===== config.mk =====
export PLATFORM = sky130hd
export DESIGN_NAME = imem_uart_loader_flat
export DESIGN_NICKNAME = d
export VERILOG_FILES = /design/src/rtl/imem_uart_loader_if.sv /design/src/rtl/imem_uart_loader.sv /design/src/flat_wrapper.sv
export SDC_FILE = /design/constraint.sdc
export NUM_CORES = 1
export LEC_CHECK = 0
export ABC_CLOCK_PERIOD_IN_PS = 2550
export CAP_MARGIN = 0
export CORE_MARGIN = 3
export CORE_UTILIZATION = 50
export DETAILED_ROUTE_END_ITERATION = 8
export GPL_TIMING_DRIVEN = 0
export PLACE_DENSITY = 0.8
export SYNTH_ARGS = -nofsm -noshare
export SYNTH_HDL_FRONTEND = slang
export SYNTH_SLANG_ARGS = --single-unit

===== constraint.sdc =====
create_clock -name clk -period 2.55 [get_ports clk]
set_clock_uncertainty 0.1 [all_clocks]
set_input_delay 0.6375 -clock clk [delete_from_list [all_inputs] [get_ports clk]]
set_output_delay 0.6375 -clock clk [all_outputs]
set_load 0.01 [all_outputs]

===== src/rtl/imem_uart_loader_if.sv =====
// Instruction-memory write port driven by the UART boot loader.
// The loader uses the master side and imem uses the slave side.
interface imem_uart_loader_if #(
    parameter int ADDR_WIDTH = 12
);
    logic                  we;
    logic [ADDR_WIDTH-1:0] addr;
    logic [31:0]           wdata;

    modport master (output we, addr, wdata);
    modport slave  (input  we, addr, wdata);
endinterface


===== src/rtl/imem_uart_loader.sv =====
// Boot loader: receives a length-prefixed program image over UART 8N1 and writes it into imem.
// Optional feature macro IMEM_LOADER_CKSUM_EN adds a trailing mod-256 checksum byte to the image.
module imem_uart_loader #(
    parameter int CLKS_PER_BIT = 868,
    parameter int ADDR_WIDTH   = 12
) (
    input  logic               clk,
    input  logic               rst,
    input  logic               rxd,
    imem_uart_loader_if.master bus,
    output logic               cpu_rst,
    output logic               done,
    output logic               err
);
    localparam int              CW        = $clog2(CLKS_PER_BIT);
    localparam logic [CW-1:0]   CNT_FULL  = CW'(CLKS_PER_BIT - 1);
    localparam logic [CW-1:0]   CNT_HALF  = CW'(CLKS_PER_BIT / 2 - 1);
    localparam logic [31:0]     MAX_WORDS = 32'(2 ** ADDR_WIDTH);

    typedef enum logic [1:0] {RX_IDLE, RX_START, RX_DATA, RX_STOP} rx_state_t;
    typedef enum logic [2:0] {S_LEN, S_DATA, S_CKSUM, S_DONE, S_ERR} state_t;

`ifdef IMEM_LOADER_CKSUM_EN
    localparam state_t AFTER_DATA = S_CKSUM;
`else
    localparam state_t AFTER_DATA = S_DONE;
`endif

    rx_state_t           rx_state, rx_state_next;
    logic                rxd_meta, rxd_sync;
    logic [CW-1:0]       clk_cnt, clk_cnt_next;
    logic [2:0]          bit_cnt, bit_cnt_next;
    logic [7:0]          rx_byte, rx_byte_next;
    logic                byte_vld, frame_err;

    state_t              state, state_next;
    logic [1:0]          byte_cnt;
    logic [23:0]         shreg;
    logic [31:0]         word_in;
    logic [ADDR_WIDTH:0] n_words, word_cnt;
    logic                word_vld, last_word;
`ifdef IMEM_LOADER_CKSUM_EN
    logic [7:0]          sum;
`endif

    // Receiver registers; rxd is asynchronous so it passes a two-flop synchroniser first.
    always_ff @(posedge clk) begin
        if (rst) begin
            rxd_meta <= 1'b1;
            rxd_sync <= 1'b1;
            rx_state <= RX_IDLE;
            clk_cnt  <= '0;
            bit_cnt  <= '0;
            rx_byte  <= '0;
        end else begin
            rxd_meta <= rxd;
            rxd_sync <= rxd_meta;
            rx_state <= rx_state_next;
            clk_cnt  <= clk_cnt_next;
            bit_cnt  <= bit_cnt_next;
            rx_byte  <= rx_byte_next;
        end
    end

    // A start bit must still be low at its centre, otherwise it was a glitch.
    always_comb begin
        rx_state_next = rx_state;
        clk_cnt_next  = clk_cnt + 1'b1;
        bit_cnt_next  = bit_cnt;
        rx_byte_next  = rx_byte;
        byte_vld      = 1'b0;
        frame_err     = 1'b0;
        case (rx_state)
            RX_IDLE: begin
                clk_cnt_next = '0;
                if (!rxd_sync) rx_state_next = RX_START;
            end
            RX_START: begin
                if (clk_cnt == CNT_HALF) begin
                    clk_cnt_next  = '0;
                    rx_state_next = rxd_sync ? RX_IDLE : RX_DATA;
                end
            end
            RX_DATA: begin
                if (clk_cnt == CNT_FULL) begin
                    clk_cnt_next = '0;
                    rx_byte_next = {rxd_sync, rx_byte[7:1]};
                    bit_cnt_next = bit_cnt + 3'd1;
                    if (bit_cnt == 3'd7) rx_state_next = RX_STOP;
                end
            end
            RX_STOP: begin
                if (clk_cnt == CNT_FULL) begin
                    clk_cnt_next  = '0;
                    rx_state_next = RX_IDLE;
                    byte_vld      = rxd_sync;
                    frame_err     = !rxd_sync;
                end
            end
            default: rx_state_next = RX_IDLE;
        endcase
    end

    assign word_in   = {shreg, rx_byte};
    assign word_vld  = byte_vld && (byte_cnt == 2'd3);
    assign last_word = (word_cnt == n_words - 1'b1);

    always_comb begin
        state_next = state;
        case (state)
            S_LEN: begin
                if (frame_err)                  state_next = S_ERR;
                else if (word_vld) begin
                    if (word_in == '0)          state_next = AFTER_DATA;
                    else if (word_in > MAX_WORDS) state_next = S_ERR;
                    else                        state_next = S_DATA;
                end
            end
            S_DATA: begin
                if (frame_err)                  state_next = S_ERR;
                else if (word_vld && last_word) state_next = AFTER_DATA;
            end
`ifdef IMEM_LOADER_CKSUM_EN
            S_CKSUM: begin
                if (frame_err)                  state_next = S_ERR;
                else if (byte_vld)              state_next = (rx_byte == sum) ? S_DONE : S_ERR;
            end
`endif
            default: state_next = state;
        endcase
    end

    // Status outputs follow the state one cycle late, so cpu_rst releases only after the last write.
    always_ff @(posedge clk) begin
        if (rst) begin
            state     <= S_LEN;
            byte_cnt  <= '0;
            shreg     <= '0;
            n_words   <= '0;
            word_cnt  <= '0;
            bus.we    <= 1'b0;
            bus.addr  <= '0;
            bus.wdata <= '0;
            cpu_rst   <= 1'b1;
            done      <= 1'b0;
            err       <= 1'b0;
`ifdef IMEM_LOADER_CKSUM_EN
            sum       <= '0;
`endif
        end else begin
            state  <= state_next;
            bus.we <= 1'b0;
            if (byte_vld && (state == S_LEN || state == S_DATA)) begin
                byte_cnt <= byte_cnt + 2'd1;
                shreg    <= {shreg[15:0], rx_byte};
            end
            if (state == S_LEN && word_vld) n_words <= word_in[ADDR_WIDTH:0];
            if (state == S_DATA && word_vld) begin
                bus.we    <= 1'b1;
                bus.wdata <= word_in;
                word_cnt  <= word_cnt + 1'b1;
            end
            if (bus.we) bus.addr <= bus.addr + 1'b1;
`ifdef IMEM_LOADER_CKSUM_EN
            if (state == S_DATA && byte_vld) sum <= sum + rx_byte;
`endif
            cpu_rst <= (state != S_DONE);
            done    <= (state == S_DONE);
            err     <= (state == S_ERR);
        end
    end
endmodule


===== src/flat_wrapper.sv =====
// flat-port wrapper written by rule: the top's interface ports become plain ports
module imem_uart_loader_flat 
#(
    parameter int CLKS_PER_BIT = 868,
    parameter int ADDR_WIDTH   = 12
)
  (clk, rst, rxd, cpu_rst, done, err, bus_we, bus_addr, bus_wdata);
  imem_uart_loader_if #(.ADDR_WIDTH(ADDR_WIDTH)) bus_i ();
  input  logic clk;
  input  logic rst;
  input  logic rxd;
  output logic cpu_rst;
  output logic done;
  output logic err;
  output wire logic [$bits(bus_i.we)-1:0] bus_we;
  output wire logic [$bits(bus_i.addr)-1:0] bus_addr;
  output wire logic [$bits(bus_i.wdata)-1:0] bus_wdata;
  assign bus_we = bus_i.we;
  assign bus_addr = bus_i.addr;
  assign bus_wdata = bus_i.wdata;
  imem_uart_loader #(.CLKS_PER_BIT(CLKS_PER_BIT), .ADDR_WIDTH(ADDR_WIDTH)) u_core (.clk(clk), .rst(rst), .rxd(rxd), .bus(bus_i), .cpu_rst(cpu_rst), .done(done), .err(err));
endmodule

After elaboration in Yosys (flattened, before gate mapping)
Cells that the tools add are included.

operators by class
  add/sub/neg operators = 6
  order comparisons = 1
  eq/ne operators = 19
  mux-type cells = 22
  reductions and logical operators = 15

operators with widths
  cell                                                             number
  greater-than comparator 32 x 13 -> 1 bit, second input constant  1
  logical NOT 32 bit                                               1
  one-hot mux 10 bit (3 select lines)                              1
  2-to-1 mux 10 bit                                                2
  2-to-1 mux 3 bit                                                 6
  adder 13 x 1 -> 13 bit, second input constant                    1
  equality test 13 bit                                             1
  subtractor 13 x 1 -> 13 bit, second input constant               1
  adder 12 x 1 -> 12 bit, second input constant                    1
  2-to-1 mux 2 bit                                                 6
  adder 10 x 1 -> 10 bit, second input constant                    1
  equality test 10 bit, second input constant                      1
  equality test 10 x 9 -> 1 bit, second input constant             1
  inequality test 2 x 1 -> 1 bit, second input constant            4
  one-hot mux 2 bit (4 select lines)                               1
  equality test 2 bit, second input constant                       3
  equality test 3 bit, second input constant                       2
  inequality test 3 x 1 -> 1 bit, second input constant            2
  one-hot mux 3 bit (2 select lines)                               1
  logical AND 1 bit                                                5
  2-to-1 mux 1 bit                                                 5
  AND reduction 5 bit                                              1
  adder 3 x 1 -> 3 bit, second input constant                      1
  equality test 3 x 1 -> 1 bit, second input constant              1
  13 further kinds                                                 13

storage, ports and cells
  flip-flop bits (word level) = 128
  input port bits = 3
  output and inout bits = 48

Logic depth before layout (Yosys ltp)
Gate-level depths: netlist of the first run.

  depth in word-level cells = 8
  mapped depth = 9
  depth with buffers taken out = 8

Worst setup path before layout of the first run
Ideal clock, no wire load.

  kind = register to register
  start point = register u_core.clk_cnt[0]
  end point = register u_core.word_cnt[5]
  library setup time = 0.070 ns
  data arrival time = 2.000 ns
  setup slack = 0.380 ns
  stages on the path, launching flop included = 8
  path buffers = 0
  period minus slack after synthesis = 2.170 ns
  cell sequence = dfxtp_1 ha_1 nand4b_1 nor4_4 and2_4 nand4_4 or3_1 a21oi_1

between the ends
  cells in the longest elaborated chain, start to end = 5

RTL lines
  element                 line                     RTL
  from (decl)             imem_uart_loader.sv:31   logic [CW-1:0] clk_cnt, clk_cnt_next;
  from (signal assigned)  imem_uart_loader.sv:59   clk_cnt <= clk_cnt_next;
  equality test 10 bit    imem_uart_loader.sv:93   if (clk_cnt == CNT_FULL) begin
  2-to-1 mux 1 bit        imem_uart_loader.sv:93
  2-to-1 mux 1 bit        imem_uart_loader.sv:73   case (rx_state)
  logical AND 1 bit       imem_uart_loader.sv:105  assign word_vld = byte_vld && (byte_cnt == 2'd3);
  logical AND 1 bit       imem_uart_loader.sv:158  if (state == S_DATA && word_vld) begin
  to (signal assigned)    imem_uart_loader.sv:161  word_cnt <= word_cnt + 1'b1;
  to (decl)               imem_uart_loader.sv:40   logic [ADDR_WIDTH:0] n_words, word_cnt;

Every way passes these cells.
A chain may end at the register's enable or synchronous reset.

Worst setup path after layout of the first run
  start point = register u_core.n_words[0]
  end point = register u_core.state[0]

between the ends
  cells in the longest elaborated chain, start to end = 5

RTL lines
  element                                          line                     RTL
  from (decl)                                      imem_uart_loader.sv:40
  from (signal assigned)                           imem_uart_loader.sv:157  if (state == S_LEN && word_vld) n_words <= word_in[ADDR_WIDTH:0];
  subtractor 13 x 1 -> 13 bit                      imem_uart_loader.sv:106  assign last_word = (word_cnt == n_words - 1'b1);
  equality test 13 bit                             imem_uart_loader.sv:106
  logical AND 1 bit                                imem_uart_loader.sv:121  else if (word_vld && last_word) state_next = AFTER_DATA;
  inequality test 3 x 1 -> 1 bit (no source line)  n/a
  AND reduction 3 bit (no source line)             n/a
  to (signal assigned)                             imem_uart_loader.sv:151  state <= state_next;
  to (decl)                                        imem_uart_loader.sv:36   state_t state, state_next;

Every way passes these cells.

==> results of run 1 <==
-- flip-flops by register name (all words and copies together), names as in the netlist, named ones only --
register / count
u_core.bit_cnt: 3
u_core.bus.addr: 12
u_core.bus.wdata: 32
u_core.bus.we: 1
u_core.byte_cnt: 2
u_core.clk_cnt: 10
u_core.cpu_rst: 1
u_core.done: 1
u_core.err: 1
u_core.n_words: 13
u_core.rx_byte: 8
u_core.rx_state: 1
u_core.rxd_meta: 1
u_core.rxd_sync: 1
u_core.shreg: 24
u_core.state: 3
u_core.word_cnt: 13
-- power by group --
| part | total [W] | internal (W) | leakage [nW] | switching [W] |
|---|---|---|---|---|
| clock | 0.00265 | 0.00171 | 0.305 | 0.000939 |
| combinational | 0.0000512 | 0.00000984 | 1.05 | 0.0000414 |
| sequential | 0.00200 | 0.00200 | 1.03 | 0.00000211 |
-- cells by family after synthesis --
logic type / after synthesis / share of synthesized area
fa+ha+maj: 8 / 0.0184
buf+inv: 44 / 0.0336
mux: 14 / 0.0258
simple gates: 312 / 0.271
xor+xnor: 39 / 0.0628
flops: 128 / 0.471
compound gates: 113 / 0.117
-- worst min path at each step --
stage | start | endpoint | slack (ns) | cells after the start
after CTS | u_core.rxd_meta | u_core.rxd_sync | 0.33 | 1
after global routing | u_core.rxd_meta | u_core.rxd_sync | 0.37 | 1
final | u_core.rxd_meta | u_core.rxd_sync | 0.33 | 1
after floorplan | u_core.rxd_meta | u_core.rxd_sync | 0.29 | 1
after global placement | u_core.rxd_meta | u_core.rxd_sync | 0.30 | 1
after detailed placement | u_core.rxd_meta | u_core.rxd_sync | 0.32 | 1
-- per-stage QoR --
| step | total power [W] | setup slack, ns | hold WS [ns] | TNS [ns] |
|---|---|---|---|---|
| floorplan | 0.00208 | 0.380 | 0.289 | 0 |
| global placement | 0.00210 | 0.132 | 0.298 | 0 |
| detailed placement | 0.00210 | 0.0269 | 0.323 | 0 |
| CTS | 0.00470 | 0.0281 | 0.330 | 0 |
| global route | 0.00480 | -0.0662 | 0.366 | -0.686 |
| finish | 0.00470 | 0.0757 | 0.327 | 0 |
-- synthesized netlist by cell type (2+ instances only) --
cell and number:
nor2_1 55, mux2i_1 14, nand3b_1 4, nor4b_1 2, buf_4 2, a31oi_1 2, clkbuf_1 24, xnor2_1 16
o21a_1 2, nand2_1 169, and4_1 2, and3_1 6, nand4b_1 2, inv_1 9, nor4_2 2, buf_2 8
dfxtp_1 128, a211oi_1 3, o31ai_1 2, nor3b_1 2, xor2_1 23, o21ai_0 8, nand3_1 9, ha_1 8
nor4_1 10, nor4_4 2, a21oi_1 82, or2_2 3, nor3_1 9, or3_1 11, nand4_1 15
-- routing by layer --
layer | vias up | track usage | share of wire
li1 | 2382 | - | -
met1 | 2418 | 0.294 | 0.40
met2 | 233 | 0.424 | 0.50
met3 | 53 | 0.0676 | 0.069
met4 | 0 | 0.112 | 0.036
met5 | - | 0 | 0
-- final cells by class --
type	count	area [sq um]	share of cell area
buffer	35	150	0.0221
clock buffer	18	418	0.0615
clock inverter	14	228	0.0335
inverter	9	33.8	0.00498
multi-input combinational	486	2710	0.399
sequential	128	2560	0.377
tap	136	170	0.0251
timing repair buffer	51	518	0.0763
-- what timing repair did --
action                                  in CTS  in global routing
pin swaps                                    0                  1
resized for setup                            1                  2
buffers inserted                             0                  2
endpoints found under the setup margin       2                 64
hold endpoints to repair                     0                  0
==> flow_summary.toml, run 1 <==
[power]
p_leak_nw = 2.39
vdd_drop_max_uv = 412
power_density_nw_per_um2 = 692

[worst_setup_path]
critPathLaunch = "u_core.n_words[0]"
r2r-start = "u_core.n_words[0]"
path_max_fanout = 10
cp.arrival_ns = 2.77
crit_type = "register to register"
reg2reg_slack_ns = 0.08
worstRegToRegCells = 9
cp_slowest_stage_delay_ns = 0.39
cp-start-kind = "register"
path_delay_family = "simple AND/OR/NAND/NOR gates"
crit_cells = 9
end_kind = "register"
r2r_end = "u_core.state[0]"
crit_path_top_delay_cell = "nor4_2"
path_cells = "inv_1 -> ha_1 -> clkbuf_2 -> nand2_1 -> o31ai_1 -> o2111ai_1 -> nor4_2 -> and4b_1 -> o211ai_1"
crit_buf_inv = 2
crit_end = "u_core.state[0]"
cp.required_ns = 2.85

[sta]
final.min_clock_period_ns = 2.47
max_freq_ghz = 0.404
fin_crit_sh = 0.970
finalSetupViolCount = 0
finalHoldViolCount = 0
finalMaxSlewViolations = 0
max_slew_margin = 0.553
worstMarginPinSlew_ns = 0.663

[detailed_routing]
post_drt_wl_per_cell_um = 16.7
drc_errors = 0
wl_um = 14700
drt-pass1-iter-count = 6
ant_nets = 0
drt_iter0_markers = 413
vias = 5086
vias_per_cell = 5.80

[grt]
grt_antenna_before_repair = 0
grt-ovfl-total = 0
grt_max_degree = 17
grt_first_pass_wirelength_um = 23800
grtUsageTotal = 0.250
grt_pass1_vias = 5102

[layout]
fillers = 819
drive_gt1_frac = 0.0783
diodes = 0
final_common_cell = "nand2_1"
postLayoutCellArea_sq_um = 6790
finalNonFillerCells = 877
finalNetCount = 739
final_util = 0.649
area_delta_synth_final_pct = 24.8
layout.cells.most_common_list = "169 x nand2_1, 128 x dfxtp_1, 82 x a21oi_1"

[floorplan]
die_h_um = 110
coreArea_sq_um = 10500
placementRows = 37
die_x_um = 110
io_pins = 51
initial_utilization = 0.520
design.die.area_sq_um = 12200

[cts]
clk_path_buf_depth = 2
clock_sinks = 128
cts_tree = "built"
cts_buffers = 17
clk_pin_slew_worst_paths_ns = 0.06
clkLatencyLatePin_ns = 0.52
hold_buffers = 0
htreeDepth = 4
clockRootBuffer = "clkbuf_8"

[place]
dp.cells = 843
routabilityCongestion = 0.931
dp_hpwl_um = 9600
placed_cell_area_sq_um = 6100
port_buffers = 49

[outcome]
outcome = "complete, no violations"

[logic_synthesis]
synth_top_area_cell = "dfxtp_1"
synth_seq_cells = 128
yosys_most_used_dff = "dfxtp_1"
synth-edff-count = 0
avgSynthCellArea_sq_um = 8.27
synthesis.area_sq_um = 5440
ys_warn_count = 0
synth_top_area_frac = 0.471
synth_area_leaders = "dfxtp_1 47%, nand2_1 12%, a21oi_1 7.5%"
synth.net_count = 669
synth_cell_type_count = 55
synthCells = 658
async_flop_share = 0
ys_seq_area_frac = 0.471

[worst_hold_path]
hp-class = "register to register"

[flow_run]
drv_cap = 0
Note: power is estimated with default switching activity, not from simulation.
==> run 2, diff against run 1 <==
Settings changed: ABC_AREA from default to 0, ABC_CLOCK_PERIOD_IN_PS 2550 to 3200.
Clock period 2.55 ns to 3.2 ns, I/O delays scaled along.
==> run 2 against run 1 <==
Effect of this change:
- clock power is 20% lower
- utilization shrank 0.42 points
- critical endpoint unchanged
- fmax down 6.6%
- total power is 20% lower
- hold slack hardly changed
- critical path type unchanged
- wire length fell by 1.3%
- sequential power fell by 20%
- setup slack improved by 0.47 ns
==> flow_summary.toml, run 2 (synthesis results as in run 1) <==
[layout]
drive_gt1_frac = 0.0731
layout.cells.most_common_list = "169 x nand2_1, 128 x dfxtp_1, 82 x a21oi_1"
largest_register_ffs = 32
fillers = 829
finalNonFillerCells = 875
finalNetCount = 737
final_common_cell = "nand2_1"
area_delta_synth_final_pct = 24.0
regMostFlops = "u_core.bus.wdata"
top_regs = "u_core.bus.wdata (32), u_core.shreg (24)"
diodes = 0

[sta]
fin_hold_ws_ns = 0.326
finalHoldViolCount = 0
setup_slack_ns = 0.550
max_freq_ghz = 0.377
grt_setup_unrepaired = "no"
fin_setup_tns_ns = 0
max_slew_margin = 0.493
finalMaxSlewViolations = 0
worstMarginPinSlew_ns = 0.752
final.min_clock_period_ns = 2.65
fin_crit_sh = 0.828
finalSetupViolCount = 0

[worst_setup_path]
r2r_end = "u_core.state[0]"
worstRegToRegCells = 9
cp.arrival_ns = 2.95
cp_slowest_stage_delay_ns = 0.44
cp.required_ns = 3.50
r2r-start = "u_core.n_words[0]"
end_kind = "register"
path_max_fanout = 10
crit_type = "register to register"
cp-start-kind = "register"
path_cells = "inv_1 -> ha_1 -> clkbuf_1 -> nand2_1 -> o31ai_1 -> o2111ai_1 -> nor4_1 -> and4b_1 -> o211ai_1"
reg2reg_slack_ns = 0.55
crit_path_top_delay_cell = "nor4_1"

[detailed_routing]
drt_iter0_markers = 331
ant_nets = 0
wl_um = 14500
drt-pass1-iter-count = 5
vias_per_cell = 5.69
post_drt_wl_per_cell_um = 16.6
vias = 4978
drc_errors = 0

[cts]
clkLatencyLatePin_ns = 0.52
cts.repair.resized = 0
htreeDepth = 4
cts_tree = "built"
clockRootBuffer = "clkbuf_8"
cts_setup_buffers = 0
hold_buffers = 0
clk_pin_slew_worst_paths_ns = 0.06
clock_sinks = 128
clk_path_buf_depth = 2
cts_buffers = 17

[power]
p_int_w = 0.00296
vdd_drop_max_uv = 355
power_frac_clock = 0.564
p_leak_nw = 2.37
p_comb_frac = 0.011
power_density_nw_per_um2 = 556
swShare = 0.211
power.net_switching_w = 0.000791
seqPwrFrac = 0.425

[grt]
grt_first_pass_wirelength_um = 23800
grtUsageTotal = 0.250
grt_antenna_before_repair = 0
grt_pass1_vias = 5102
grt-ovfl-total = 0
grt_max_degree = 17

[place]
routabilityCongestion = 0.931
dp.cells = 843
port_buffers = 49
place_ws_ns = 0.677
dp_hpwl_um = 9600

[worst_hold_path]
hp-class = "register to register"
whs_path_depth = 1
worstHoldEndpoint = "u_core.rxd_sync"
worstHoldStart = "u_core.rxd_meta"

[floorplan]
initial_utilization = 0.520
die_h_um = 110
placementRows = 37
coreArea_sq_um = 10500
design.die.area_sq_um = 12200
die_x_um = 110
io_pins = 51

[outcome]
outcome = "complete, no violations"

[flow_run]
drv_cap = 0
-- run 2: cell count changes in the layout (fill, tap and decap cells not counted) --
cell and delta:
nor4_4 -1, buf_4 -1, buf_12 -1, nor4_1 +1
clkbuf_1 +1, clkbuf_2 -1
-- run 2: per-layer routing --
| metal | GRT usage | up-vias | share of wire |
|---|---|---|---|
| met4 | 0.112 | 0 | 0.030 |
| li1 | - | 2380 | - |
| met5 | 0 | - | 0 |
| met3 | 0.0676 | 41 | 0.057 |
| met1 | 0.294 | 2383 | 0.42 |
| met2 | 0.424 | 174 | 0.50 |
-- run 2: power by group through the flow --
| stage | Sequential (W) | Clock (W) | Combinational [W] |
|---|---|---|---|
| final | 0.00160 | 0.00212 | 0.0000407 |
| after global routing | 0.00160 | 0.00219 | 0.0000436 |
| after CTS | 0.00160 | 0.00211 | 0.0000396 |
| after detailed placement | 0.00163 | 0 | 0.0000389 |
| after global placement | 0.00163 | 0 | 0.0000383 |
| after floorplan | 0.00163 | 0 | 0.0000253 |
-- run 2: layout make-up --
class                   instances  area (sq um)  share of cell area
repair buffers                 49           490              0.0727
clock inverters                14           228              0.0338
plain buffers                  35           149              0.0221
inverters                       9          33.8             0.00501
clock buffers                  18           418              0.0619
flip-flops and latches        128          2560               0.380
well taps                     136           170              0.0252
multi-input cells             486          2700               0.399
-- run 2: critical path: cells and delay by family, from the launching register on --
family,cells,cell delay (ns)
AO/OA/AOI/OAI,3,0.50
adder cells (fa/ha/maj),1,0.19
buffers and inverters,2,0.48
flip-flops,1,0.37
AND/OR/NAND/NOR,3,0.87
-- run 2: how the worst max path moves through the flow --
stage	to	cells after the start	startpoint	slack [ns]
floorplan	u_core.word_cnt[5]	7	u_core.clk_cnt[0]	1.03
global placement	u_core.n_words[7]	8	u_core.clk_cnt[0]	0.78
detailed placement	u_core.state[0]	9	u_core.n_words[0]	0.68
CTS	u_core.state[0]	9	u_core.n_words[0]	0.59
global route	u_core.state[0]	9	u_core.n_words[0]	0.37
finish	u_core.state[0]	9	u_core.n_words[0]	0.55
-- run 2: stage by stage --
stage | utilization | total power (W) | area [sq um]
finish | 0.645 | 0.00375 | 6750
global route | 0.645 | 0.00383 | 6750
CTS | 0.645 | 0.00375 | 6750
detailed placement | 0.583 | 0.00167 | 6100
global placement | 0.583 | 0.00167 | 6100
floorplan | - | 0.00166 | 5440
